File: src/rtl/slew_rate_monitor.sv
// Measures the peak sample-to-sample delta of an audio stream over a window of
// WINDOW deltas, and counts how many deltas exceed a fixed slew threshold.
module slew_rate_monitor #(
   parameter int VCC             = 12,
   parameter int SAMPLE_RATE     = 48000,
   parameter int MAX_CHANGE_RATE = 950,
   parameter int WINDOW          = 1024
)(
   input  logic        clk,
   input  logic        I_RST,
   input  logic        audio_clk_en,
   input  logic [15:0] in,
   input  logic        start,
   output logic        busy,
   output logic        done,
   output logic [16:0] peak_delta,
   output logic [15:0] violation_count,
   output logic        violation
);

   // Full scale (1<<14) corresponds to VCC volts; threshold is the largest
   // per-sample step in counts that stays within MAX_CHANGE_RATE.
   localparam longint      THR_L = (longint'(MAX_CHANGE_RATE) <<< 14)
                                   / longint'(VCC) / longint'(SAMPLE_RATE);
   localparam logic [16:0] THR   = 17'(THR_L);
   localparam logic [15:0] WIN   = 16'(WINDOW);

   typedef enum logic [1:0] {
      IDLE    = 2'd0,
      PRIME   = 2'd1,
      MEASURE = 2'd2,
      REPORT  = 2'd3
   } state_t;

   state_t      state_r;
   logic [15:0] prev_r;
   logic [15:0] cnt_r;
   logic [16:0] diff_s;
   logic [16:0] mag_s;
   logic [15:0] cnt_next_s;
   logic        over_s;

   // Delta magnitude; 17-bit signed difference so full-scale swings never wrap.
   always_comb begin
      diff_s = {in[15], in} - {prev_r[15], prev_r};
      if (diff_s[16]) begin
         mag_s = 17'd0 - diff_s;
      end else begin
         mag_s = diff_s;
      end
      over_s     = (mag_s > THR);
      cnt_next_s = cnt_r + 16'd1;
   end

   // Measurement sequencer with registered status and result outputs.
   always_ff @(posedge clk) begin
      if (I_RST) begin
         state_r         <= IDLE;
         busy            <= 1'b0;
         done            <= 1'b0;
         peak_delta      <= 17'd0;
         violation_count <= 16'd0;
         violation       <= 1'b0;
         prev_r          <= 16'd0;
         cnt_r           <= 16'd0;
      end else begin
         done <= 1'b0;
         case (state_r)
            IDLE: begin
               if (start) begin
                  state_r         <= PRIME;
                  busy            <= 1'b1;
                  peak_delta      <= 17'd0;
                  violation_count <= 16'd0;
                  violation       <= 1'b0;
                  cnt_r           <= 16'd0;
               end
            end
            PRIME: begin
               if (audio_clk_en) begin
                  prev_r  <= in;
                  state_r <= MEASURE;
               end
            end
            MEASURE: begin
               if (audio_clk_en) begin
                  prev_r    <= in;
                  cnt_r     <= cnt_next_s;
                  violation <= over_s;
                  if (mag_s > peak_delta) begin
                     peak_delta <= mag_s;
                  end
                  if (over_s && (violation_count != 16'hFFFF)) begin
                     violation_count <= violation_count + 16'd1;
                  end
                  if (cnt_next_s == WIN) begin
                     state_r <= REPORT;
                     done    <= 1'b1;
                  end
               end
            end
            REPORT: begin
               state_r <= IDLE;
               busy    <= 1'b0;
            end
            default: begin
               state_r <= IDLE;
               busy    <= 1'b0;
            end
         endcase
      end
   end

endmodule

File: config.mk
export PLATFORM = sky130hd
export DESIGN_NAME = slew_rate_monitor
export DESIGN_NICKNAME = d
export VERILOG_FILES = /design/src/rtl/slew_rate_monitor.sv
export SDC_FILE = /design/constraint.sdc
export NUM_CORES = 1
export LEC_CHECK = 0
export CAP_MARGIN = 40
export CORE_MARGIN = 2
export CORE_UTILIZATION = 58
export CTS_CLUSTER_SIZE = 20
export DETAILED_ROUTE_END_ITERATION = 8
export PLACE_DENSITY = 0.81
export SYNTH_ARGS = -nofsm -noshare
export SYNTH_HDL_FRONTEND = slang
export SYNTH_SLANG_ARGS = --single-unit
export TNS_END_PERCENT = 5
File: constraint.sdc
create_clock -name clk -period 6.6 [get_ports clk]
set_input_delay 0.66 -clock clk [delete_from_list [all_inputs] [get_ports clk]]
set_output_delay 0.66 -clock clk [all_outputs]
set_load 0.01 [all_outputs]
Word-level counts from Yosys, hierarchy flattened
Cells that the tools add are included.
- $add $sub $neg: 4
- multiply operators: 0
- divide/modulo/power cells: 0
- order comparisons: 2
- eq/ne operators: 11
- shifts and indexed selects: 0
- multiplexer cells: 22
- bitwise operators: 2
- reduce and logical (&&, ||, !) cells: 12
- operators with widths (cell ; count):
    17-bit two-way mux ; 4
    16-bit two-way mux ; 4
    16-bit one-hot mux with 2 select lines ; 2
    17-bit one-hot mux with 2 select lines ; 1
    16-bit by 1-bit adder with 16-bit output (second input constant) ; 2
    17-bit greater-than comparator ; 1
    17-bit by 5-bit greater-than comparator with 1-bit output (second input constant) ; 1
    1-bit by 17-bit subtractor with 17-bit output (first input constant) ; 1
    16-bit by 16-bit subtractor with 17-bit output ; 1
    16-bit by 11-bit equality test with 1-bit output (second input constant) ; 1
    16-bit inequality test (second input constant) ; 1
    2-bit inequality test (second input constant) ; 6
    4-bit AND reduction ; 3
    2-bit two-way mux ; 4
    2-bit one-hot mux with 4 select lines ; 1
    2-bit equality test (second input constant) ; 2
    1-bit two-way mux ; 4
    1-bit one-hot mux with 2 select lines ; 2
    2-bit AND reduction ; 2
    2-bit nonzero test ; 2
    3-bit AND reduction ; 1
    3-bit OR reduction ; 1
    2-bit by 1-bit equality test with 1-bit output (second input constant) ; 1
    2-bit logical NOT ; 1
    3 further kinds ; 4
- flip-flop bits (word level): 70
- bits in latches: 0
- memory bits (writable): 0
- memory bits (read-only): 0
- input bits: 20
- output and inout port bits: 36
- word-level logic and storage cells: 61
- memories kept: 0

Longest topological paths before layout
- depth in word-level cells: 8
- gate-level depth with buffers: 24
- mapped depth without buffers: 22

Least setup slack after synthesis
Ideal clock, no wire load.
- kind: input to register
- start point: input port in[0]
- end point: register peak_delta[8]
- setup time: 0.117 ns
- data arrival time: 5.270 ns
- data required time: 6.483 ns
- slack: 1.213 ns
- cell stages on the path: 21
- path buffers: 1
- path through: inv_1 -> ha_1 -> fa_1 -> nand2b_1 -> a21oi_1 -> xnor2_1 -> nand3_1 -> nor4_2 -> a41oi_1 -> xnor2_1 -> inv_1 -> ha_1 -> nand4_1 -> nor4_1 -> or4b_1 -> o311ai_1 -> nor3b_1 -> or4_1 -> nor3_4 -> buf_4 -> a22o_1
- word-level cells in the longest chain between the ends: 6
- elaborated cells on any way between the ends: 9
- those cells by class: add/sub (2); order compare (1); eq/ne (1); mux (4); reduce/logical (1)
- RTL lines (what ; line ; text):
    start, declared ; 12 ; input logic [15:0] in,
    16-bit by 16-bit subtractor with 17-bit output (*) ; 45 ; diff_s = {in[15], in} - {prev_r[15], prev_r};
    1-bit by 17-bit subtractor with 17-bit output ; 47 ; mag_s = 17'd0 - diff_s;
    17-bit two-way mux (*) ; 46 ; if (diff_s[16]) begin
    17-bit greater-than comparator / 17-bit two-way mux (equally long branches) ; 90 ; if (mag_s > peak_delta) begin
    2-bit inequality test (no line) / 17-bit two-way mux (equally long branches) ; - ;
    4-bit AND reduction (no line) / 17-bit one-hot mux with 2 select lines (equally long branches) ; - ;
    end signal, assigned ; 91 ; peak_delta <= mag_s;
    end, declared ; 16 ; output logic [16:0] peak_delta,
Mark *: on every way between the ends. The rest lies on a longest branch, timed or not. The select of a mux whose other input is x is not followed.
A chain may end at the register's enable or synchronous reset.

Final worst setup path
- start point: input port in[0]
- end point: register peak_delta[7]
The elaborated chain is that of the path after synthesis.

==> results.yml <==
detailed_routing:
  vias: 5322
  via_per_inst: 6.25
  wl_met3_microns: 564
  ant_nets: 0
  remaining_drc_errors: 0
  drt_pass1_iterations: 5
  wl_met2_mm: 6.75
  wl_per_cell_microns: 15.6
  top_layer: "met4"
  drt_wl_total_mm: 13.3
  drt-met1-wl_mm: 5.75
  drt-initial-drc-count: 262
critical_path:
  path_max_fanout: 14
  crit_arrival_ps: 6510
  r2r_cells: 19
  r2r-start: "prev_r[7]$_SDFFE_PP0P_"
  cp-end-kind: "flip-flop"
  start_kind: "input port"
  r2r_end: "peak_delta[7]$_SDFFE_PP0P_"
  crit_type: "input port to flip-flop"
  crit_required_ps: 6900
  r2r_setup_slack_ps: 860
clocking:
  clock_latency_ps: 360
  cts_buffers: 9
  cts_root_buffer: "clkbuf_8"
  cts_tree: "yes"
  post_cts_buffers: 0
  clk_pin_slew_worst_paths_ps: 80
  cts_buffer_depth: 2
  cts_htree_levels: 3
  clock_sinks: 70
synth:
  synthTopCellsByArea: "dfxtp_1 (26%), ha_1 (9.0%), nand2_1 (5.2%)"
  synth_fp_nets: 753
  synth-seq-cells: 70
  yosys_warnings: 0
  synth_edf_count: 0
  ys_seq_area_frac: 0.264
  syn_area_per_cell_sq_um: 7.64
  synth_area_leader_cell: "dfxtp_1"
  synthesis.area_sq_um: 5300
  synthFlopType: "dfxtp_1"
  synth_cells: 694
  async_flop_share: 0
  synth_top_cell_area_share: 0.264
  synth.distinct_cells: 75
finish:
  multiInputGateArea_sq_um: 3620
  syn_to_final_growth_pct: 16.4
  nets: 798
  drive_gt1_frac: 0.0524
  n_antenna_cell: 0
  fillers: 753
  layout_commonest_cell: "nand2_1"
  regArea_sq_um: 1400
  layout_common_cells: "nand2_1 (73), dfxtp_1 (70), nor2_1 (58), clkdlybuf4s50_1 (55), a21oi_1 (53)"
sta:
  min_period_ps: 6210
  min_period_over_period: 0.941
  tightest_slew_ps: 1020
  slew_headroom: 0.309
  max_freq_mhz: 161
  fin_tns_setup_ps: 0
  setup_violations: 0
  clock-skew-final_ps: 17.8
  rsz0062_at_grt: "false"
  drv_slew: 0
  layout_setup_ws_ps: 390
  finalHoldViolCount: 0
power_and_ir_drop:
  p_leak_uw: 0.00226
  power_density_nw_per_um2: 352
  ir_worst_vdd_mv: 0.158
global_route:
  grt_pass1_wl_mm: 22.0
  overflow: 0
  antenna_found_initial: 0
  grtUsageTotal: 0.266
  grt_max_degree: 47
  grt_pass1_vias: 5022
floorplanning:
  dieWidth_microns: 99.6
  core-area_sq_um: 8810
  die-area_sq_um: 9920
  num_rows: 34
  dieHeight_microns: 99.6
  boundaryPins: 56
  initial_core_util: 0.602
placed_design:
  place_hpwl_mm: 9.60
  place_congestion: 0.943
  pre_cts_ws_ps: 147
  port_buffers: 55
hold_path:
  hold_class: "flip-flop to flip-flop"
  hold_start: "prev_r[6]$_SDFFE_PP0P_"
  hold_end: "prev_r[6]$_SDFFE_PP0P_"
  hold_depth: 2
run:
  maxCapViolations: 0
outcome:
  status: "complete, no violations"
[cells in the mapped netlist, types with 9 or more instances]
cell	number
nor2_1	58
clkbuf_1	19
o211ai_1	10
or3_1	19
and3_1	17
dfxtp_1	70
nand2_1	73
nor3_1	17
inv_1	43
a22o_1	15
a21oi_1	53
ha_1	38
nand4_1	14
a22oi_1	9
nand3_1	18
xnor2_1	21
nand2b_1	10
o21ai_0	48
[kinds of logic after synthesis]
| kind of cell | count (synthesis) | share of synthesized area |
|---|---|---|
| compound gates | 202 | 0.255 |
| mux | 9 | 0.0177 |
| simple gates | 276 | 0.269 |
| xor+xnor | 27 | 0.0446 |
| flops | 70 | 0.264 |
| fa+ha+maj | 39 | 0.0935 |
| buf+inv | 71 | 0.0557 |
[per-stage QoR]
step | instances | power (uW) | utilization | hold WS (ps) | area, sq um
final | 852 | 2170 | 0.700 | 457 | 6170
after global routing | 852 | 2330 | 0.700 | 478 | 6170
after detailed placement | 836 | 1720 | 0.671 | 448 | 5910
after CTS | 852 | 2160 | 0.699 | 461 | 6160
after global placement | 836 | 1670 | 0.671 | 441 | 5910
after floorplan | 694 | 1440 | - | 436 | 5300
[per-layer routing]
| metal | track usage | vias to the layer above |
|---|---|---|
| met2 | 0.486 | 124 |
| li1 | - | 2636 |
| met3 | 0.0548 | 19 |
| met4 | 0.0969 | 0 |
| met5 | 0 | - |
| met1 | 0.304 | 2543 |
[power breakdown]
part	internal (uW)	leakage [uW]	switching (uW)
Sequential	462	0.000566	27.7
Clock	262	0.000120	177
Combinational	471	0.00157	773
Total	1200	0.00226	978
[flip-flops by register name, summed over array words and instances, names as in the netlist]
signal           count
violation            1
done                 1
violation_count     16
busy                 1
state_r              2
cnt_r               16
prev_r              16
peak_delta          17
[worst max-delay path, cell delays in order]
cell,delay (ps)
clkdlybuf4s50_1,490
inv_1,60
ha_1,220
fa_1,400
nand2b_1,210
a21boi_1,210
nor3_1,110
o311ai_0,850
nor3_1,200
nor2_1,170
xnor2_1,110
ha_1,340
o211ai_1,100
o31a_1,330
a211oi_1,240
o21a_1,200
a311oi_1,50
a31o_1,210
or4_1,630
nor3_4,490
a22o_1,220
[timing repair]
action | CTS | global route
gates resized for setup | 0 | 1
hold buffers | 0 | 0
setup endpoints to repair | 0 | 3
[area by class of cell]
| class | instances | area share |
|---|---|---|
| flip-flops and latches | 70 | 0.227 |
| well taps | 108 | 0.0219 |
| clock buffers | 11 | 0.0229 |
| repair buffers | 62 | 0.0978 |
| multi-input cells | 553 | 0.587 |
| clock inverters | 5 | 0.0172 |
| inverters | 43 | 0.0262 |
[worst max-delay path by stage]
stage	depth (start not counted)	endpoint	slack, ps	startpoint
after global placement	22	peak_delta[3]$_SDFFE_PP0P_	380	in[0]
after global routing	23	peak_delta[12]$_SDFFE_PP0P_	60	in[0]
final	21	peak_delta[7]$_SDFFE_PP0P_	390	in[0]
after detailed placement	21	peak_delta[12]$_SDFFE_PP0P_	150	in[0]
after floorplan	21	peak_delta[8]$_SDFFE_PP0P_	1210	in[0]
after CTS	21	peak_delta[12]$_SDFFE_PP0P_	480	in[0]
(Power assumes the default switching activity.)
